===== src/rtl/counter_sequencer_ctrl_pkg.sv =====
// Shared types and defaults for the counter sequencer.
package counter_sequencer_ctrl_pkg;

   localparam int unsigned CSEQ_WIDTH_DEFAULT = 4;

   typedef enum logic [1:0] {
      ST_IDLE   = 2'd0,
      ST_RUN    = 2'd1,
      ST_PAUSED = 2'd2,
      ST_DONE   = 2'd3
   } cseq_state_e;

endpackage : counter_sequencer_ctrl_pkg


===== src/rtl/counter_sequencer_ctrl_core.sv =====
// Counter datapath: WIDTH-bit up-counter with synchronous clear/enable and terminal compare.
module counter_seq_core
   import counter_sequencer_ctrl_pkg::*;
#(
   parameter int unsigned WIDTH = CSEQ_WIDTH_DEFAULT
) (
   input  logic             clk,
   input  logic             reset,
   input  logic             clr,
   input  logic             en,
   input  logic [WIDTH-1:0] term,
   output logic [WIDTH-1:0] count,
   output logic             at_term
);

   logic [WIDTH-1:0] count_q;
   logic [WIDTH-1:0] count_d;

   // Next count: clear wins over enable, otherwise hold.
   always_comb begin
      count_d = count_q;
      if (clr) begin
         count_d = '0;
      end else if (en) begin
         count_d = count_q + 1'b1;
      end
   end

   // Counter register with synchronous reset.
   always_ff @(posedge clk) begin
      if (reset) begin
         count_q <= '0;
      end else begin
         count_q <= count_d;
      end
   end

   assign count   = count_q;
   assign at_term = (count_q == term);

endmodule : counter_seq_core


===== src/rtl/counter_sequencer_ctrl.sv =====
// Run-control sequencer: start/stop/pause FSM driving an up-counter to a latched
// terminal value, with one-shot (DONE) or auto-reload operation.
module counter_sequencer_ctrl
   import counter_sequencer_ctrl_pkg::*;
#(
   parameter int unsigned WIDTH = CSEQ_WIDTH_DEFAULT
) (
   input  logic             clk,
   input  logic             reset,
   input  logic             start,
   input  logic             stop,
   input  logic             pause,
   input  logic             auto_reload,
   input  logic [WIDTH-1:0] load_val,
   output logic [WIDTH-1:0] count,
   output logic             busy,
   output logic             tc,
   output logic             done
);

   cseq_state_e      state_q;
   logic [WIDTH-1:0] term_q;
   logic             mode_q;
   logic             tc_q;
   logic             done_q;
   logic             busy_q;

   logic             cnt_clr;
   logic             cnt_en;
   logic             at_term;

   counter_seq_core #(
      .WIDTH (WIDTH)
   ) u_core (
      .clk     (clk),
      .reset   (reset),
      .clr     (cnt_clr),
      .en      (cnt_en),
      .term    (term_q),
      .count   (count),
      .at_term (at_term)
   );

   // Counter control decode; mirrors the FSM's priority (stop > start > pause).
   always_comb begin
      cnt_clr = 1'b0;
      cnt_en  = 1'b0;
      if (stop) begin
         cnt_clr = 1'b1;
      end else begin
         unique case (state_q)
            ST_IDLE, ST_DONE: cnt_clr = start;
            ST_RUN: begin
               if (!pause) begin
                  if (at_term) begin
                     cnt_clr = mode_q;
                  end else begin
                     cnt_en = 1'b1;
                  end
               end
            end
            default: ;
         endcase
      end
   end

   // Sequencer FSM with registered busy/tc/done and latched terminal/mode.
   always_ff @(posedge clk) begin
      if (reset) begin
         state_q <= ST_IDLE;
         term_q  <= '0;
         mode_q  <= 1'b0;
         tc_q    <= 1'b0;
         done_q  <= 1'b0;
         busy_q  <= 1'b0;
      end else if (stop) begin
         state_q <= ST_IDLE;
         tc_q    <= 1'b0;
         done_q  <= 1'b0;
         busy_q  <= 1'b0;
      end else begin
         unique case (state_q)
            ST_IDLE, ST_DONE: begin
               tc_q <= 1'b0;
               if (start) begin
                  term_q  <= load_val;
                  mode_q  <= auto_reload;
                  state_q <= ST_RUN;
                  busy_q  <= 1'b1;
                  done_q  <= 1'b0;
               end
            end
            ST_RUN: begin
               if (pause) begin
                  state_q <= ST_PAUSED;
                  tc_q    <= 1'b0;
               end else if (at_term) begin
                  tc_q <= 1'b1;
                  if (!mode_q) begin
                     state_q <= ST_DONE;
                     done_q  <= 1'b1;
                     busy_q  <= 1'b0;
                  end
               end else begin
                  tc_q <= 1'b0;
               end
            end
            ST_PAUSED: begin
               tc_q <= 1'b0;
               if (!pause) begin
                  state_q <= ST_RUN;
               end
            end
            default: state_q <= ST_IDLE;
         endcase
      end
   end

   assign busy = busy_q;
   assign tc   = tc_q;
   assign done = done_q;

endmodule : counter_sequencer_ctrl


===== config.mk =====
export PLATFORM = sky130hd
export DESIGN_NAME = counter_sequencer_ctrl
export DESIGN_NICKNAME = d
export VERILOG_FILES = /design/src/rtl/counter_sequencer_ctrl_pkg.sv /design/src/rtl/counter_sequencer_ctrl_core.sv /design/src/rtl/counter_sequencer_ctrl.sv
export SDC_FILE = /design/constraint.sdc
export NUM_CORES = 1
export LEC_CHECK = 0
export ABC_AREA = 1
export CORE_MARGIN = 4
export CORE_UTILIZATION = 47
export CTS_CLUSTER_DIAMETER = 150
export CTS_CLUSTER_SIZE = 24
export DETAILED_ROUTE_END_ITERATION = 16
export PLACE_DENSITY = 0.72
export SLEW_MARGIN = 30
export SYNTH_ARGS = -nofsm -noshare
export SYNTH_HDL_FRONTEND = slang
export SYNTH_SLANG_ARGS = --single-unit

===== constraint.sdc =====
create_clock -name clk -period 4 [get_ports clk]
set_clock_uncertainty 0.05 [all_clocks]
set_input_delay 0.8 -clock clk [delete_from_list [all_inputs] [get_ports clk]]
set_output_delay 0.8 -clock clk [all_outputs]
set_load 0.05 [all_outputs]

Yosys cells after proc, flatten, opt, wreduce, memory -nomap -nowiden
Cells that the tools add are included.

storage, ports and cells
  register bits after elaboration = 14

operators by class
  add/subtract/negate cells = 1
  eq/ne operators = 11
  muxes and demuxes = 27
  bitwise logic cells = 1
  reductions and logical operators = 9

operators with widths
  kind                                            count
  two-way mux 1 bit                               17
  two-way mux 2 bit                               5
  inequality test 2 bit (second input constant)   5
  one-hot mux 1 bit (2 select lines)              4
  inequality test 3 bit (second input constant)   2
  one-hot mux 2 bit (3 select lines)              1
  OR reduction 2 bit                              3
  AND reduction 5 bit                             1
  adder 4 x 1 -> 4 bit (second input constant)    1
  == test 2 bit (second input constant)           2
  == test 4 bit                                   1
  AND reduction 4 bit                             1
  AND reduction 3 bit                             1
  OR reduction 3 bit                              1
  == test 2 x 1 -> 1 bit (second input constant)  1
  logical NOT 2 bit                               1
  nonzero test 2 bit                              1
  NOT 1 bit                                       1

Logic depth before layout (Yosys ltp)
Gate-level depths: netlist of the first run.

  depth in word-level cells = 6
  gate-level depth with buffers = 10
  depth with buffers taken out = 10

Hierarchy
A second synthesis of the first run with hierarchy kept.

second synthesis, totals
  cells, all modules = 106
  area, all modules = 716.9 µm²

by module, submodules not included
  module                  instances  cells an instance  area each (µm²)  sequential area each (µm²)
  counter_sequencer_ctrl  1          73                 494.2            200.2
  counter_seq_core        1          33                 222.7            80.1

Worst setup path before layout of the first run
No wires, ideal clock.

  path kind = register -> register
  from = register u_core.count_q[0] (netlist: u_core.count[0])
  to = register u_core.count_q[1] (netlist: u_core.count[1])
  arrival = 1.415 ns
  data required time = 3.835 ns
  path slack = 2.420 ns
  stages on the path, launching flop included = 10
  path buffers = 0
  cell sequence = dfxtp_1 inv_1 nand2_1 nand2_1 nor2_2 nand3_1 nand2_1 nand2_1 nand2_1 nor2_1

between the ends
  cells in the longest elaborated chain, start to end = 6
  elaborated cells between the ends (all ways) = 11
  classes of those cells = add/sub (1); eq/ne (1); mux (8); reduce/logical (1)

RTL lines
  element                             line                               RTL
  start, declared                     counter_sequencer_ctrl_core.sv:16  logic [WIDTH-1:0] count_q;
  start signal, assigned              counter_sequencer_ctrl_core.sv:34  count_q <= count_d;
  == test 4 bit                       counter_sequencer_ctrl_core.sv:39  assign at_term = (count_q == term);
  two-way mux 1 bit                   counter_sequencer_ctrl.sv:55       if (at_term) begin
  two-way mux 1 bit                   counter_sequencer_ctrl.sv:54       if (!pause) begin
  one-hot mux 1 bit (2 select lines)  counter_sequencer_ctrl.sv:51       unique case (state_q)
  two-way mux 1 bit                   counter_sequencer_ctrl.sv:48       if (stop) begin
  OR reduction 2 bit (no line)        --

Several ways; a longest one is shown, not always the timed one.
A chain may end at the register's enable or synchronous reset.

Final worst setup path of the first run
  from = register u_core.count_q[2] (netlist: u_core.count[2])
  to = output count[2]

RTL lines
  element        line                          RTL
  end, declared  counter_sequencer_ctrl.sv:15  output logic [WIDTH-1:0] count,

No word-level cell between the ends.

==> out/qor.yml, run 1 <==
maxSlewHeadroom_pct: 66.4
final_cell_mix: "nand2_1, inv_1, clkdlybuf4s50_1"
worst_pin_slew_ns: 0.502
outcome: "finished, final reports clean"
wl_per_cell_um: 10.6
clockBufferDepth: 2
grt_util_all_layers_pct: 14.3
clk_latency_ns: 0.27
grt_first_pass_wirelength_mm: 2.70
r2r-start: "state_q[0]$_SDFFE_PP0P_"
ant_nets: 0
total_power_uw: 318
clock_sinks: 14
antenna_cells: 0
setup_violations: 0
dieWidth_um: 49.1
timing.hold.worst_endpoint: "done$_SDFFE_PP0P_"
ff2ff_path_depth: 6
reg2reg_slack_ns: 2.42
wl_mm: 1.62
maxSlewViolCount: 0
routed_via_density: 4.86
num_vias: 739
fin_ws_ns: 1.52
yosys_warnings: 0
synthArstFlopShare_pct: 0
cts_buffers: 3
cts.reportedPaths.clkPinSlew_ns: 0.08
synth_area_um2: 792
grt_pass1_vias: 619
path_class: "reg -> out"
cts_resized: 0
final_nets: 151
coreArea_um2: 1540
ios: 17
period_share_pct: 62.1
grt_antenna_before_repair: 0
crit_buf_inv: 1
post-place-ws_ns: 1.82
layout-drive-gt1-share_pct: 7.35
synth_ff_type: "dfxtp_1"
yosysTopAreaCell: "dfxtp_1"
cp_slowest_cell: "clkdlybuf4s50_1"
max_freq_ghz: 0.402
cp-start-kind: "flip-flop"
cts.root.buffer_cell: "clkbuf_4"
ys_ff_latch: 14
synth_top_cell_area_share_pct: 35.4
rsz0062_at_grt: "no"
post_cts_buffers: 0
p_leak_uw: 0.000428
avgSynthCellArea_um2: 6.83
hold_violations: 0
whs_path_depth: 2
finalSetupTns_ns: 0
dp_hpwl_mm: 1.27
ys_seq_area_share_pct: 35.4
worstSetupStartpoint: "u_core.count[2]$_SDFFE_PP0P_"
cts_tree: "built"
synth_edf_count: 0
dr.first_iter.drc_count: 14
start_util_pct: 51.4
dr.pass1.iters: 4
endpoint_kind: "output port"
port_buffers: 16
critPathMaxFanout: 7
power.density_nw_per_um2: 315
rows: 14
synth_nets: 130
critical-path-top-delay-family: "buffers and inverters"
max-vdd-ir-drop_mv: 0.198
synthTopCellsByArea: "dfxtp_1, nand2_1, inv_1"
layout_commonest_cell: "nand2_1"
required_ns: 3.15
arrival_ns: 1.63
fp.dieH_um: 49.1
gp_congestion: 0.902
layout_min_cycle_time_ns: 2.48
final_util_pct: 65.4
hp-start: "done$_SDFFE_PP0P_"
syn_to_final_growth_pct: 27.3
overflow: 0
ctsHoldBuffers: 0
crit_chain: "clkdlybuf4s50_1"
grt_max_degree: 11
cts_max_level: 1
syn_inst: 116
slowest_delay_ns: 0.87
hold_ws_ns: 0.398
r2r_end: "term_q[0]$_SDFFE_PP0P_"
hp-class: "reg -> reg"
drv_cap: 0
dieArea_um2: 2410
ys_types: 21
drc_errors: 0
through the flow:
stage,instances,cell area (um2)
after floorplan,116,792
after global placement,148,972
after detailed placement,148,972
after CTS,152,1010
after global routing,152,1010
final,152,1010
power breakdown:
| part | switching (uW) | internal [uW] |
|---|---|---|
| logic | 42.0 | 26.6 |
| clock network | 44.0 | 55.3 |
| registers | 3.39 | 146 |
| total | 89.4 | 228 |
worst reg2reg max path, stage by stage (launching register included):
cell      delay, ns
dfxtp_1        0.35
inv_1          0.08
ha_1           0.33
nand2_1        0.08
nor2_1         0.09
clkinv_1       0.22
a211oi_1       0.29
synth_stat cells, types with 2 or more instances:
| master | n |
|---|---|
| nand2_1 | 31 |
| inv_1 | 20 |
| dfxtp_1 | 14 |
| nor2_1 | 14 |
| a211oi_1 | 5 |
| nand4_1 | 5 |
| a21oi_1 | 4 |
| ha_1 | 4 |
| nand3_1 | 4 |
| o21ai_0 | 3 |
| nor3_1 | 2 |
metal layers:
layer | global-route usage, % | vias to the layer above | wire, um
met1 | 18.0 | 309 | 814
met4 | 7.62 | 0 | 25
met3 | 5.81 | 4 | 89
met2 | 20.4 | 14 | 686
li1 | - | 412 | -
met5 | 0 | - | 0
kinds of logic after synthesis:
family,after synthesis,share of synthesized area [%]
compound gates,14,11.1
xor+xnor,1,1.11
fa+ha+maj,4,6.32
buf+inv,22,10.4
flops,14,35.4
simple gates,61,35.7
cell type report:
cell class              count  area (um2)
fillers                   149         533
clock buffers               4        36.3
multi-input cells          80         429
well taps                  16        20.0
repair buffers             16         160
inverters                  22        82.6
flip-flops and latches     14         280
how the worst max path moves through the flow:
stage,endpoint,slack (ns),depth (start not counted)
global route,count[2],1.47,1
detailed placement,count[2],1.82,1
finish,count[2],1.52,1
global placement,count[2],1.86,1
CTS,count[2],1.50,1
floorplan,u_core.count[1]$_SDFFE_PP0P_,2.42,9
sequential cells by signal (all words and copies together) (netlist names):
register,count
term_q,4
mode_q,1
state_q,2
done,1
tc,1
u_core.count,4
busy,1
Power figures use the tool's default switching activity.
==> inputs of run 2 (changes only) <==
Clock period 4 ns to 2.31 ns, I/O delays scaled along.
==> run 2 against run 1 <==
Net effect:
- sequential power up 73%
- sequential share of layout area unchanged
- critical path depth unchanged
- cell count unchanged
- largest cell class unchanged
- sequential cell count unchanged
- critical path type unchanged
- non-clock buffer count unchanged
- register-to-register slack worse by 1.7 ns
- utilization unchanged
- design area unchanged
- largest power group unchanged
==> out/qor.yml, run 2 (synthesis gave the netlist of run 1 again) <==
wl_mm: 1.64
start_util_pct: 51.4
syn_to_final_growth_pct: 27.3
rows: 14
slowest_delay_ns: 0.86
final_cell_mix: "nand2_1, inv_1, clkdlybuf4s50_1"
layout-drive-gt1-share_pct: 7.35
gp_congestion: 0.902
endpoint_kind: "output port"
cts_max_level: 1
final_nets: 151
max_freq_ghz: 0.468
hold_violations: 0
dpl.cell_count: 148
grt_first_pass_wirelength_mm: 2.81
instances_no_fill: 152
required_ns: 1.80
ctsHoldBuffers: 0
layout_commonest_cell: "nand2_1"
antenna_cells: 0
cts_tree: "built"
ant_nets: 0
p_leak_uw: 0.000428
fillers: 149
crit_buf_inv: 1
clk_latency_ns: 0.29
ios: 17
port_buffers: 16
crit_chain: "clkdlybuf4s50_1"
cp_slowest_cell: "clkdlybuf4s50_1"
routed_via_density: 4.90
drv_cap: 0
dieArea_um2: 2410
coreArea_um2: 1540
overflow: 0
critPathMaxFanout: 7
dr.first_iter.drc_count: 12
maxSlewViolCount: 0
wl_per_cell_um: 10.8
total_power_uw: 556
period_share_pct: 92.5
grt_antenna_before_repair: 0
drc_errors: 0
maxSlewHeadroom_pct: 66.8
worst_pin_slew_ns: 0.497
max-vdd-ir-drop_mv: 0.362
cts.root.buffer_cell: "clkbuf_4"
layout_min_cycle_time_ns: 2.14
fp.dieH_um: 49.1
arrival_ns: 1.62
clockBufferDepth: 2
post_cts_buffers: 0
setup_violations: 0
dr.pass1.iters: 4
cp-start-kind: "flip-flop"
final_util_pct: 65.4
grt_max_degree: 11
dieWidth_um: 49.1
num_vias: 745
power.density_nw_per_um2: 552
hp-class: "reg -> reg"
rsz0062_at_grt: "no"
path_class: "reg -> out"
cts_buffers: 3
grt_pass1_vias: 613
finalSetupTns_ns: 0
cts_resized: 0
cts.reportedPaths.clkPinSlew_ns: 0.08
dp_hpwl_mm: 1.27
clock_sinks: 14
grt_util_all_layers_pct: 14.9
critical-path-top-delay-family: "buffers and inverters"
outcome: "finished, final reports clean"
-- run 2: cell counts in the layout (fill, tap and decap cells not counted) --
Identical to the previous run, type by type.
-- run 2: final cells by class --
class / instances / area [um2] / share of cell area (%)
timing repair buffer: 16 / 160 / 15.9
inverter: 22 / 82.6 / 8.19
clock buffer: 4 / 36.3 / 3.60
sequential: 14 / 280 / 27.8
tap: 16 / 20.0 / 1.99
multi-input combinational: 80 / 429 / 42.6
-- run 2: worst register-to-register path, cell delays in order (launching register included) --
cell	delay, ns
dfxtp_1	0.35
inv_1	0.08
ha_1	0.34
nand2_1	0.08
nor2_1	0.10
clkinv_1	0.22
a211oi_1	0.28
-- run 2: routing by layer --
metal	vias up	wire [um]	track usage (%)
met5	-	0	0
met4	0	48	9.42
met3	5	83	4.59
met2	16	688	21.1
met1	314	820	19.4
li1	410	-	-
-- run 2: where the power goes --
group,switching [uW],leakage (uW),internal [uW]
clock,81.7,0.0000210,96.1
sequential,5.98,0.000114,253
combinational,73.0,0.000292,46.1
total,161,0.000428,396
-- run 2: path summary, 6_finish.rpt --
kind	slack, ns	depth (start not counted)	end	from
max	0.17	1	count[2]	u_core.count[2]$_SDFFE_PP0P_
min reg2reg	0.40	2	done$_SDFFE_PP0P_	done$_SDFFE_PP0P_
min	0.40	2	done$_SDFFE_PP0P_	done$_SDFFE_PP0P_
max reg2reg	0.73	6	term_q[0]$_SDFFE_PP0P_	state_q[0]$_SDFFE_PP0P_
-- run 2: stage by stage --
| step | setup WS (ns) | area (um2) | hold slack (ns) |
|---|---|---|---|
| after floorplan | 0.730 | 792 | 0.402 |
| after global placement | 0.510 | 972 | 0.387 |
| after detailed placement | 0.490 | 972 | 0.389 |
| after CTS | 0.166 | 1010 | 0.403 |
| after global routing | 0.113 | 1010 | 0.412 |
| final | 0.174 | 1010 | 0.398 |
